**config.mk**
```make
export PLATFORM = sky130hd
export DESIGN_NAME = alu_issue_stage_flat
export DESIGN_NICKNAME = d
export VERILOG_FILES = /design/src/rtl/alu_pkg.sv /design/src/rtl/alu_issue_stage_if.sv /design/src/rtl/regfile_2r1w.sv /design/src/rtl/alu_issue_stage.sv /design/src/flat_wrapper.sv
export SDC_FILE = /design/constraint.sdc
export NUM_CORES = 2
export LEC_CHECK = 0
export ABC_CLOCK_PERIOD_IN_PS = 4500
export BUFFER_PORTS_ARGS = -buffer_cell sky130_fd_sc_hd__clkbuf_2
export CAP_MARGIN = 5
export CORE_MARGIN = 2
export CORE_UTILIZATION = 40
export CTS_CLUSTER_DIAMETER = 50
export DETAILED_ROUTE_END_ITERATION = 16
export GPL_TIMING_DRIVEN = 1
export SLEW_MARGIN = 20
export SYNTH_ARGS = -nofsm -noshare
export SYNTH_HDL_FRONTEND = slang
export SYNTH_SLANG_ARGS = --single-unit
export TNS_END_PERCENT = 5
```
**constraint.sdc**
```tcl
create_clock -name clk -period 4.5 [get_ports clk]
set_clock_uncertainty 0.15 [all_clocks]
set_input_delay 0.225 -clock clk [delete_from_list [all_inputs] [get_ports clk]]
set_output_delay 0.225 -clock clk [all_outputs]
set_load 0.01 [all_outputs]
```
**src/rtl/alu_pkg.sv**
```systemverilog
// Shared opcode constants and instruction-word field slicing for the ALU issue path.
package alu_pkg;

    localparam logic [5:0] OP_RTYPE = 6'b000000;
    localparam logic [5:0] OP_BEQ   = 6'b000100;
    localparam logic [5:0] OP_BNE   = 6'b000101;
    localparam logic [5:0] OP_ADDI  = 6'b010010;

    // The 16-bit immediate overlays rd/shamt/funct, so it is sliced separately.
    typedef struct packed {
        logic [5:0] op;
        logic [4:0] rs;
        logic [4:0] rt;
        logic [4:0] rd;
        logic [4:0] shamt;
        logic [5:0] funct;
    } instr_fields_t;

    function automatic instr_fields_t split_instr(input logic [31:0] word);
        return instr_fields_t'(word);
    endfunction

    function automatic logic is_branch(input logic [5:0] op);
        return (op == OP_BEQ) || (op == OP_BNE);
    endfunction

endpackage

```
**src/rtl/alu_issue_stage_if.sv**
```systemverilog
// Issue bus between the decode/issue stage (master) and the ALU (slave).
interface alu_issue_stage_if #(
    parameter int DATA_W = 32,
    parameter int ADDR_W = 5
);
    logic [5:0]        opcode;
    logic [DATA_W-1:0] rs_content;
    logic [DATA_W-1:0] rt_content;
    logic [4:0]        shamt;
    logic [5:0]        ALU_control;
    logic [15:0]       immediate;
    logic [ADDR_W-1:0] dest_addr;
    logic              out_valid;
    logic              out_ready;

    modport master (
        output opcode, rs_content, rt_content, shamt, ALU_control, immediate,
               dest_addr, out_valid,
        input  out_ready
    );

    modport slave (
        input  opcode, rs_content, rt_content, shamt, ALU_control, immediate,
               dest_addr, out_valid,
        output out_ready
    );
endinterface

```
**src/rtl/regfile_2r1w.sv**
```systemverilog
// Architectural register file: two asynchronous read ports, one synchronous
// write port. r0 always reads zero and ignores writes.
module regfile_2r1w #(
    parameter int NUM_REGS = 32,
    parameter int DATA_W   = 32,
    parameter int ADDR_W   = 5
) (
    input  logic              clk,
    input  logic              rst,
    input  logic [ADDR_W-1:0] rd_addr_a,
    output logic [DATA_W-1:0] rd_data_a,
    input  logic [ADDR_W-1:0] rd_addr_b,
    output logic [DATA_W-1:0] rd_data_b,
    input  logic              wr_en,
    input  logic [ADDR_W-1:0] wr_addr,
    input  logic [DATA_W-1:0] wr_data
);

    logic [DATA_W-1:0] mem [NUM_REGS];

    // Writeback port; reset clears the whole array in one cycle.
    always_ff @(posedge clk) begin
        if (rst) begin
            for (int i = 0; i < NUM_REGS; i++) begin
                mem[i] <= '0;
            end
        end else if (wr_en && (wr_addr != '0)) begin
            mem[wr_addr] <= wr_data;
        end
    end

    assign rd_data_a = (rd_addr_a == '0) ? '0 : mem[rd_addr_a];
    assign rd_data_b = (rd_addr_b == '0) ? '0 : mem[rd_addr_b];

endmodule

```
**src/rtl/alu_issue_stage.sv**
```systemverilog
// Decode/issue stage: decodes the instruction word, reads operands (with
// writeback bypass), stalls on scoreboard hazards and drives a one-entry
// output register toward the ALU.
module alu_issue_stage
    import alu_pkg::*;
#(
    parameter int DATA_W   = 32,
    parameter int NUM_REGS = 32,
    parameter int ADDR_W   = 5
) (
    input  logic              clk,
    input  logic              rst,
    input  logic [31:0]       instr,
    input  logic              instr_valid,
    output logic              instr_ready,
    input  logic              wb_en,
    input  logic [ADDR_W-1:0] wb_addr,
    input  logic [DATA_W-1:0] wb_data,
    input  logic              flush,
    alu_issue_stage_if.master issue
);

    instr_fields_t     f;
    logic              branch;
    logic              rt_used;
    logic [ADDR_W-1:0] rs_a;
    logic [ADDR_W-1:0] rt_a;
    logic [ADDR_W-1:0] dest;
    logic [DATA_W-1:0] rf_rs;
    logic [DATA_W-1:0] rf_rt;
    logic [DATA_W-1:0] rs_val;
    logic [DATA_W-1:0] rt_val;
    logic [NUM_REGS-1:0] busy;
    logic [NUM_REGS-1:0] busy_eff;
    logic [NUM_REGS-1:0] busy_nxt;
    logic              hazard;
    logic              free;
    logic              accept;

    assign f       = split_instr(instr);
    assign branch  = is_branch(f.op);
    assign rt_used = (f.op == OP_RTYPE) || branch;
    assign rs_a    = ADDR_W'(f.rs);
    assign rt_a    = ADDR_W'(f.rt);

    // Destination decode: R-type writes rd, branches write nothing, others write rt.
    always_comb begin
        dest = rt_a;
        if (f.op == OP_RTYPE) begin
            dest = ADDR_W'(f.rd);
        end else if (branch) begin
            dest = '0;
        end
    end

    regfile_2r1w #(
        .NUM_REGS (NUM_REGS),
        .DATA_W   (DATA_W),
        .ADDR_W   (ADDR_W)
    ) u_regfile (
        .clk       (clk),
        .rst       (rst),
        .rd_addr_a (rs_a),
        .rd_data_a (rf_rs),
        .rd_addr_b (rt_a),
        .rd_data_b (rf_rt),
        .wr_en     (wb_en),
        .wr_addr   (wb_addr),
        .wr_data   (wb_data)
    );

    // A writeback landing this cycle is forwarded so a waiting consumer can issue now.
    assign rs_val = (wb_en && (wb_addr == rs_a) && (rs_a != '0)) ? wb_data : rf_rs;
    assign rt_val = (wb_en && (wb_addr == rt_a) && (rt_a != '0)) ? wb_data : rf_rt;

    // A register being written back this cycle no longer blocks issue.
    always_comb begin
        busy_eff = busy;
        if (wb_en) begin
            busy_eff[wb_addr] = 1'b0;
        end
    end

    // Stalling on a busy destination resolves WAW, so one busy bit per register is enough.
    assign hazard      = busy_eff[rs_a] | (rt_used & busy_eff[rt_a]) | busy_eff[dest];
    assign free        = ~issue.out_valid | issue.out_ready | flush;
    assign instr_ready = free & ~hazard & ~rst;
    assign accept      = instr_valid & instr_ready;

    // Scoreboard update: clears first, so a same-cycle issue to the register wins.
    always_comb begin
        busy_nxt = busy;
        if (wb_en && (wb_addr != '0)) begin
            busy_nxt[wb_addr] = 1'b0;
        end
        if (flush && issue.out_valid && (issue.dest_addr != '0)) begin
            busy_nxt[issue.dest_addr] = 1'b0;
        end
        if (accept && (dest != '0)) begin
            busy_nxt[dest] = 1'b1;
        end
    end

    // Scoreboard register.
    always_ff @(posedge clk) begin
        if (rst) begin
            busy <= '0;
        end else begin
            busy <= busy_nxt;
        end
    end

    // Output register: load on accept, drain when free, otherwise hold.
    always_ff @(posedge clk) begin
        if (rst) begin
            issue.out_valid   <= 1'b0;
            issue.opcode      <= '0;
            issue.rs_content  <= '0;
            issue.rt_content  <= '0;
            issue.shamt       <= '0;
            issue.ALU_control <= '0;
            issue.immediate   <= '0;
            issue.dest_addr   <= '0;
        end else if (accept) begin
            issue.out_valid   <= 1'b1;
            issue.opcode      <= f.op;
            issue.rs_content  <= rs_val;
            issue.rt_content  <= rt_val;
            issue.shamt       <= f.shamt;
            issue.ALU_control <= (f.op == OP_RTYPE) ? f.funct : 6'b0;
            issue.immediate   <= instr[15:0];
            issue.dest_addr   <= dest;
        end else if (free) begin
            issue.out_valid   <= 1'b0;
        end
    end

endmodule

```
**src/flat_wrapper.sv**
```systemverilog
// flat-port wrapper written by rule: the top's interface ports become plain ports
module alu_issue_stage_flat import alu_pkg::*;
#(
    parameter int DATA_W   = 32,
    parameter int NUM_REGS = 32,
    parameter int ADDR_W   = 5
)
  (clk, rst, instr, instr_valid, instr_ready, wb_en, wb_addr, wb_data, flush, issue_opcode, issue_rs_content, issue_rt_content, issue_shamt, issue_ALU_control, issue_immediate, issue_dest_addr, issue_out_valid, issue_out_ready);
  alu_issue_stage_if #(.DATA_W(DATA_W), .ADDR_W(ADDR_W)) issue_i ();
  input  logic clk;
  input  logic rst;
  input  logic [31:0] instr;
  input  logic instr_valid;
  output logic instr_ready;
  input  logic wb_en;
  input  logic [ADDR_W-1:0] wb_addr;
  input  logic [DATA_W-1:0] wb_data;
  input  logic flush;
  output wire logic [$bits(issue_i.opcode)-1:0] issue_opcode;
  output wire logic [$bits(issue_i.rs_content)-1:0] issue_rs_content;
  output wire logic [$bits(issue_i.rt_content)-1:0] issue_rt_content;
  output wire logic [$bits(issue_i.shamt)-1:0] issue_shamt;
  output wire logic [$bits(issue_i.ALU_control)-1:0] issue_ALU_control;
  output wire logic [$bits(issue_i.immediate)-1:0] issue_immediate;
  output wire logic [$bits(issue_i.dest_addr)-1:0] issue_dest_addr;
  output wire logic [$bits(issue_i.out_valid)-1:0] issue_out_valid;
  input wire logic [$bits(issue_i.out_ready)-1:0] issue_out_ready;
  assign issue_opcode = issue_i.opcode;
  assign issue_rs_content = issue_i.rs_content;
  assign issue_rt_content = issue_i.rt_content;
  assign issue_shamt = issue_i.shamt;
  assign issue_ALU_control = issue_i.ALU_control;
  assign issue_immediate = issue_i.immediate;
  assign issue_dest_addr = issue_i.dest_addr;
  assign issue_out_valid = issue_i.out_valid;
  assign issue_i.out_ready = issue_out_ready;
  alu_issue_stage #(.DATA_W(DATA_W), .NUM_REGS(NUM_REGS), .ADDR_W(ADDR_W)) u_core (.clk(clk), .rst(rst), .instr(instr), .instr_valid(instr_valid), .instr_ready(instr_ready), .wb_en(wb_en), .wb_addr(wb_addr), .wb_data(wb_data), .flush(flush), .issue(issue_i));
endmodule
```
### After elaboration in Yosys (flattened, before gate mapping)

Memory sizes are Yosys's and may differ from the RTL's.
Index checks and enable logic that the tools add are counted.

| cells by class | value |
|---|---|
| $add $sub $neg | 0 |
| multipliers | 0 |
| div/mod/pow operators | 0 |
| $lt $le $gt $ge | 8 |
| equality and inequality tests | 4 |
| shifts and indexed selects | 0 |
| multiplexer cells | 33 |
| bitwise operators | 16 |
| reductions and logical operators | 23 |

Operators with widths:

| cell | number |
|---|---|
| $mux 32 | 9 |
| $and 32x32->32 | 2 |
| $not 32->32 | 2 |
| $or 32x32->32 | 1 |
| $reduce_or 32->1 | 1 |
| $lt 5x6->1 const B | 5 |
| $reduce_bool 5->1 | 5 |
| $bmux 1 s5 | 3 |
| $demux 1 s5 | 3 |
| $ge 5x1->1 const B | 3 |
| $mux 5 | 3 |
| $mux 1 | 14 |
| $eq 6x3->1 const B | 2 |
| $logic_and 1x1->1 | 11 |
| $eq 5x5->1 | 2 |
| $logic_not 5->1 | 2 |
| $logic_not 6->1 | 1 |
| $mux 6 | 1 |
| $and 1x1->1 | 4 |
| $or 1x1->1 | 4 |
| $not 1->1 | 3 |
| $logic_or 1x1->1 | 2 |
| $reduce_bool 2->1 | 1 |

| word-level totals | value |
|---|---|
| flip-flop bits (word level) | 135 |
| bits in latches | 0 |
| bits in writable memories | 1024 |
| bits in read-only memories | 0 |
| bits of input ports | 75 |
| output and inout bits | 104 |
| logic and storage cells | 94 |
| memories kept | 1 |

Memory list:

| name | words | bits a word | read ports | clocked after memory_dff | write ports | line | text |
|---|---|---|---|---|---|---|---|
| u_core.u_regfile.mem | 32 | 32 | 2 | 0 | 32 | regfile_2r1w.sv:19 | `logic [DATA_W-1:0] mem [NUM_REGS];` |

### Logic depth before layout (Yosys ltp)

| logic depth | value |
|---|---|
| depth in word-level cells | 18 |
| gate-level depth with buffers | 14 |
| mapped depth without buffers | 9 |

### Cells and area by module

Synthesis repeated with hierarchy kept, for this count alone.

| second synthesis, totals | value |
|---|---|
| cells, all modules | 4343 |
| area total of the unflattened synthesis | 61709.2 sq um |

Modules (own cells, without submodules):

| module | times used | cells an instance | area an instance (sq um) | sequential area each (sq um) |
|---|---|---|---|---|
| regfile_2r1w | 1 | 3502 | 54253.3 | 30749.5 |
| alu_issue_stage | 1 | 841 | 7455.9 | 2602.5 |

### Worst setup path before layout

No wires, ideal clock.

| path | value |
|---|---|
| path type | input-to-reg |
| start | input wb_addr[1] |
| end | memory u_core.u_regfile.mem[24][0] (enable) |
| library setup time | 0.466 ns |
| data arrival time | 3.449 ns |
| data required time | 3.884 ns |
| slack | 0.435 ns |
| cell stages on the path | 5 |
| buffers on the path | 2 |
| cell sequence | buf_2 or2_2 clkbuf_1 or2_2 o21ai_0 |

RTL lines:

| item | line | text |
|---|---|---|
| from (decl) | flat_wrapper.sv:16 | `input logic [ADDR_W-1:0] wb_addr;` |
| to (decl) | regfile_2r1w.sv:19 |  |

### Worst setup path after layout

| path | value |
|---|---|
| start | input instr[31] |
| end | output instr_ready |

| between the ends | value |
|---|---|
| word-level cells in the longest chain between the ends | 10 |
| elaborated cells between the ends (all ways) | 15 |
| those cells by class | eq/ne (2); mux (4); bitwise (6); reduce/logical (3) |

Ends and longest elaborated chain:

| item | line | text |
|---|---|---|
| from (decl) | flat_wrapper.sv:12 | `input logic [31:0] instr;` |
| $eq 6x3->1 | alu_pkg.sv:24 | `return (op == OP_BEQ) \|\| (op == OP_BNE);` |
| $logic_or 1x1->1 | alu_pkg.sv:24 |  |
| $mux 5 | alu_issue_stage.sv:51 | `end else if (branch) begin` |
| $mux 5 | alu_issue_stage.sv:49 | `if (f.op == OP_RTYPE) begin` |
| $bmux 1 s5 | alu_issue_stage.sv:85 | `assign hazard = busy_eff[rs_a] \| (rt_used & busy_eff[rt_a]) \| busy_eff[dest];` |
| $mux 1 (not written as such) | alu_issue_stage.sv:85 |  |
| $or 1x1->1 * | alu_issue_stage.sv:85 |  |
| $not 1->1 * | alu_issue_stage.sv:87 | `assign instr_ready = free & ~hazard & ~rst;` |
| $and 1x1->1 * (2 in a row) | alu_issue_stage.sv:87 |  |
| to (decl) | flat_wrapper.sv:14 | `output logic instr_ready;` |

Mark *: on every way between the ends. The rest lies on a longest branch, timed or not. The select of a mux whose other input is x is not followed.

==> flow_summary.json <==
{
  "cts_tree": "built",
  "die_x_um": 396,
  "post-route-min-period_ns": 4.23,
  "crit_slowest_cell": "or4_4",
  "grt_pass1_vias": 42300,
  "powerDensity_nw_per_um2": 395,
  "cts.htree.levels": 4,
  "rsz0062_at_grt": "false",
  "coreArea_um2": 152000,
  "dieHeight_um": 396,
  "ir_worst_vdd_mv": 0.417,
  "cp_common_cell": "clkbuf_2",
  "p_int_mw": 20.9,
  "reg2regPathDepth": 10,
  "num_rows": 143,
  "yosysWarnings": 0,
  "path_max_fanout": 6,
  "drc_errors": 0,
  "hold_violations": 0,
  "cts_sinks": 1154,
  "grtUsageMet1": 0.385,
  "grtUsageMet2": 0.462,
  "p_seq_frac": 0.447,
  "areaGrowthSynthToFinish_pct": 15.9,
  "detailed_place_hpwl_mm": 135,
  "post_cts_resized": 0,
  "grt_pass1_wl_mm": 320,
  "ant_nets": 0,
  "async_reset_ff_frac": 0,
  "yosysMostFrequentCell": "edfxtp_1",
  "grt_start_max_net_pins": 119,
  "cts_setup_buffers": 0,
  "drt_iter0_drc": 5913,
  "regToRegStartpoint": "u_core.busy[0]$_SDFF_PP0_",
  "grt_overflow": 0,
  "synth_edf_count": 1024,
  "rrSetupSlack_ns": 0.73,
  "io_buffers": 178,
  "setup_viol": 0,
  "yosys-top-cells-area": "edfxtp_1 50%, mux4_2 17%, and2_1 9.8%, mux2i_1 5.4%, dfxtp_1 4.2%",
  "holdWs_ns": 0.0427,
  "tns_ns": 0,
  "finish.instance_area_um2": 71400,
  "vias": 42300,
  "finalCritPeriodShare": 0.940,
  "die_area_um2": 157000,
  "placed_cells": 6399,
  "slew_viol_final": 0,
  "comb_power_share": 0.124,
  "synthDistinctLibCells": 75,
  "fillers": 13200,
  "fin_nets": 4649,
  "synthCells": 4444,
  "placed_area_um2": 65800,
  "seqCellArea_um2": 33400,
  "yosys-top-cells-count": "1024 x edfxtp_1, 961 x and2_1, 452 x mux4_2",
  "ctsHoldBuffers": 56,
  "viasPerCell": 6.28,
  "wirelength_mm": 228,
  "clock.fmax_mhz": 236,
  "gp_congestion": 0.904,
  "cts_buffers": 147,
  "cts.path.max_buffers": 3,
  "status": "finished clean",
  "leakage_nw": 25.7,
  "grtUsageMet3": 0.0583,
  "start_kind": "primary input",
  "ys.flop_type": "edfxtp_1",
  "ys_seq_area_frac": 0.542,
  "power_mw": 28.2,
  "wl_per_cell_um": 33.9,
  "synth.avg_cell_area_um2": 13.9,
  "worstHoldEndpoint": "u_core.issue.immediate[9]$_SDFFE_PP0P_",
  "syn_area_um2": 61600,
  "required_ns": 4.12,
  "io_pins": 179,
  "cp_data_arrival_time_ns": 3.86,
  "path_class": "primary input to output port",
  "hold_depth": 3,
  "cts_root_buf": "clkbuf_16",
  "clkPwrFrac": 0.428,
  "holdCritStartpoint": "instr[9]",
  "grt.busiest_layer": "met2",
  "yosys.area.top_type_share": 0.499,
  "grt.total_usage": 0.288,
  "drt_pass1_iterations": 5,
  "synth_top_area_cell": "edfxtp_1",
  "fin_cells": 6740,
  "clk_latency_ns": 0.80,
  "sw_frac_of_total": 0.260,
  "endpoint_kind": "output port",
  "maxCapViolCount": 0,
  "worst_path_largest_cell_delay_ns": 0.60,
  "hp-class": "primary input to flop",
  "antenna_found_initial": 18,
  "drive_gt1_frac": 0.252,
  "synth-seq-cells": 1154,
  "r2r_end": "u_core.issue.ALU_control[3]$_SDFFE_PP0P_",
  "p_switching_mw": 7.33,
  "path_cells": "dlygate4sd3_1 -> clkbuf_2 -> or4_4 -> o21ai_1 -> a21oi_1 -> a22oi_1 -> o2111a_1 -> or4b_1 -> or4_1 -> nor2_1 -> clkbuf_2",
  "path_clk_slew_ns": 0.06,
  "worst_slew_pin_slew_ns": 1.17,
  "slew_headroom": 0.219,
  "start_util": 0.404,
  "multi_input_area_um2": 27100
}
flip-flops by register name, indices dropped and copies added, names as in the netlist:
name / count
u_core.busy: 32
u_core.issue.ALU_control: 6
u_core.issue.dest_addr: 5
u_core.issue.immediate: 16
u_core.issue.opcode: 6
u_core.issue.out_valid: 1
u_core.issue.rs_content: 32
u_core.issue.rt_content: 32
u_core.u_regfile.mem: 1024
metrics by stage:
stage	setup slack [ns]	utilization
final	0.269	0.468
after floorplan	0.435	-
after global routing	0.185	0.468
after global placement	0.271	0.431
after detailed placement	0.243	0.432
after CTS	0.297	0.468
worst max-delay path by stage:
stage | startpoint | to | slack, ns | cells after the start
after floorplan | wb_addr[1] | u_core.u_regfile.mem[24][0]$_SDFFCE_PN0P_ | 0.44 | 5
after global placement | wb_addr[3] | u_core.busy[18]$_SDFF_PP0_ | 0.27 | 12
after detailed placement | wb_addr[4] | u_core.busy[21]$_SDFF_PP0_ | 0.24 | 12
after CTS | instr[31] | instr_ready | 0.30 | 11
after global routing | instr[31] | instr_ready | 0.18 | 11
final | instr[31] | instr_ready | 0.27 | 11
cell usage in the layout, fill, tap and decap left out, types with 8 or more instances in the layout:
cell type,netlist,routed
inv_1,11,8
nand3_1,20,20
diode_2,0,13
and3_1,37,35
clkbuf_16,0,149
o21ai_0,97,71
clkbuf_2,0,167
nand2b_1,14,14
a22oi_1,99,99
clkinv_2,0,13
conb_1,1,32
o31ai_1,19,14
nor2_1,145,120
mux2i_1,331,331
mux2_2,54,54
inv_6,0,11
clkinvlp_4,0,9
nor3_2,1,8
or2_2,8,8
buf_4,5,162
clkbuf_1,390,36
dfxtp_1,130,130
bufinv_16,0,16
nor2b_1,34,33
nand2_1,153,153
clkinv_1,1,20
a221oi_1,161,161
o32ai_1,16,16
o211ai_1,17,17
edfxtp_1,1024,1024
o21a_1,16,16
a21oi_1,47,45
mux4_2,452,452
nor2_4,1,26
o21ai_4,0,26
and2_1,961,961
buf_12,0,30
dlygate4sd3_1,0,56
power by group through the flow:
stage	logic [mW]	clock network, mW	registers (mW)
final	3.51	12.1	12.6
after detailed placement	3.42	0	12.8
after global routing	3.64	12.6	12.7
after floorplan	2.06	0	12.8
after CTS	3.47	12.2	12.6
after global placement	3.39	0	12.8
metal layers:
layer | part of all wire | routed length [µm] | vias up
met5 | 0 | 0 | -
met1 | 0.39 | 88800 | 22000
met2 | 0.47 | 108000 | 2507
li1 | - | - | 17400
met4 | 0.041 | 9460 | 0
met3 | 0.097 | 22200 | 502
critical path, delay by kind of cell:
kind                   cells  cell delay, ns
AO/OA/AOI/OAI              4            1.00
buffers and inverters      3            0.87
AND/OR/NAND/NOR            4            1.74
cells by family (layout without fill, tap and decap cells):
logic type	Yosys count	count (layout)	synth area share
AO/OA/AOI/OAI	535	535	0.0639
XOR/XNOR	8	8	0.00114
buffers and inverters	485	707	0.0306
flip-flops	1154	1154	0.542
multiplexers	842	842	0.230
other	1	45	0.0000609
AND/OR/NAND/NOR	1419	1419	0.133
cell type report:
type / count / area share
Clock inverter: 82 / 0.0144
Antenna cell: 13 / 0.000456
Timing Repair Buffer: 423 / 0.0471
Tap cell: 2030 / 0.0356
Clock buffer: 190 / 0.0551
Sequential cell: 1154 / 0.467
Inverter: 12 / 0.000736
Multi-Input combinational cell: 2836 / 0.379
No activity file was read; power rests on OpenSTA's default activity.
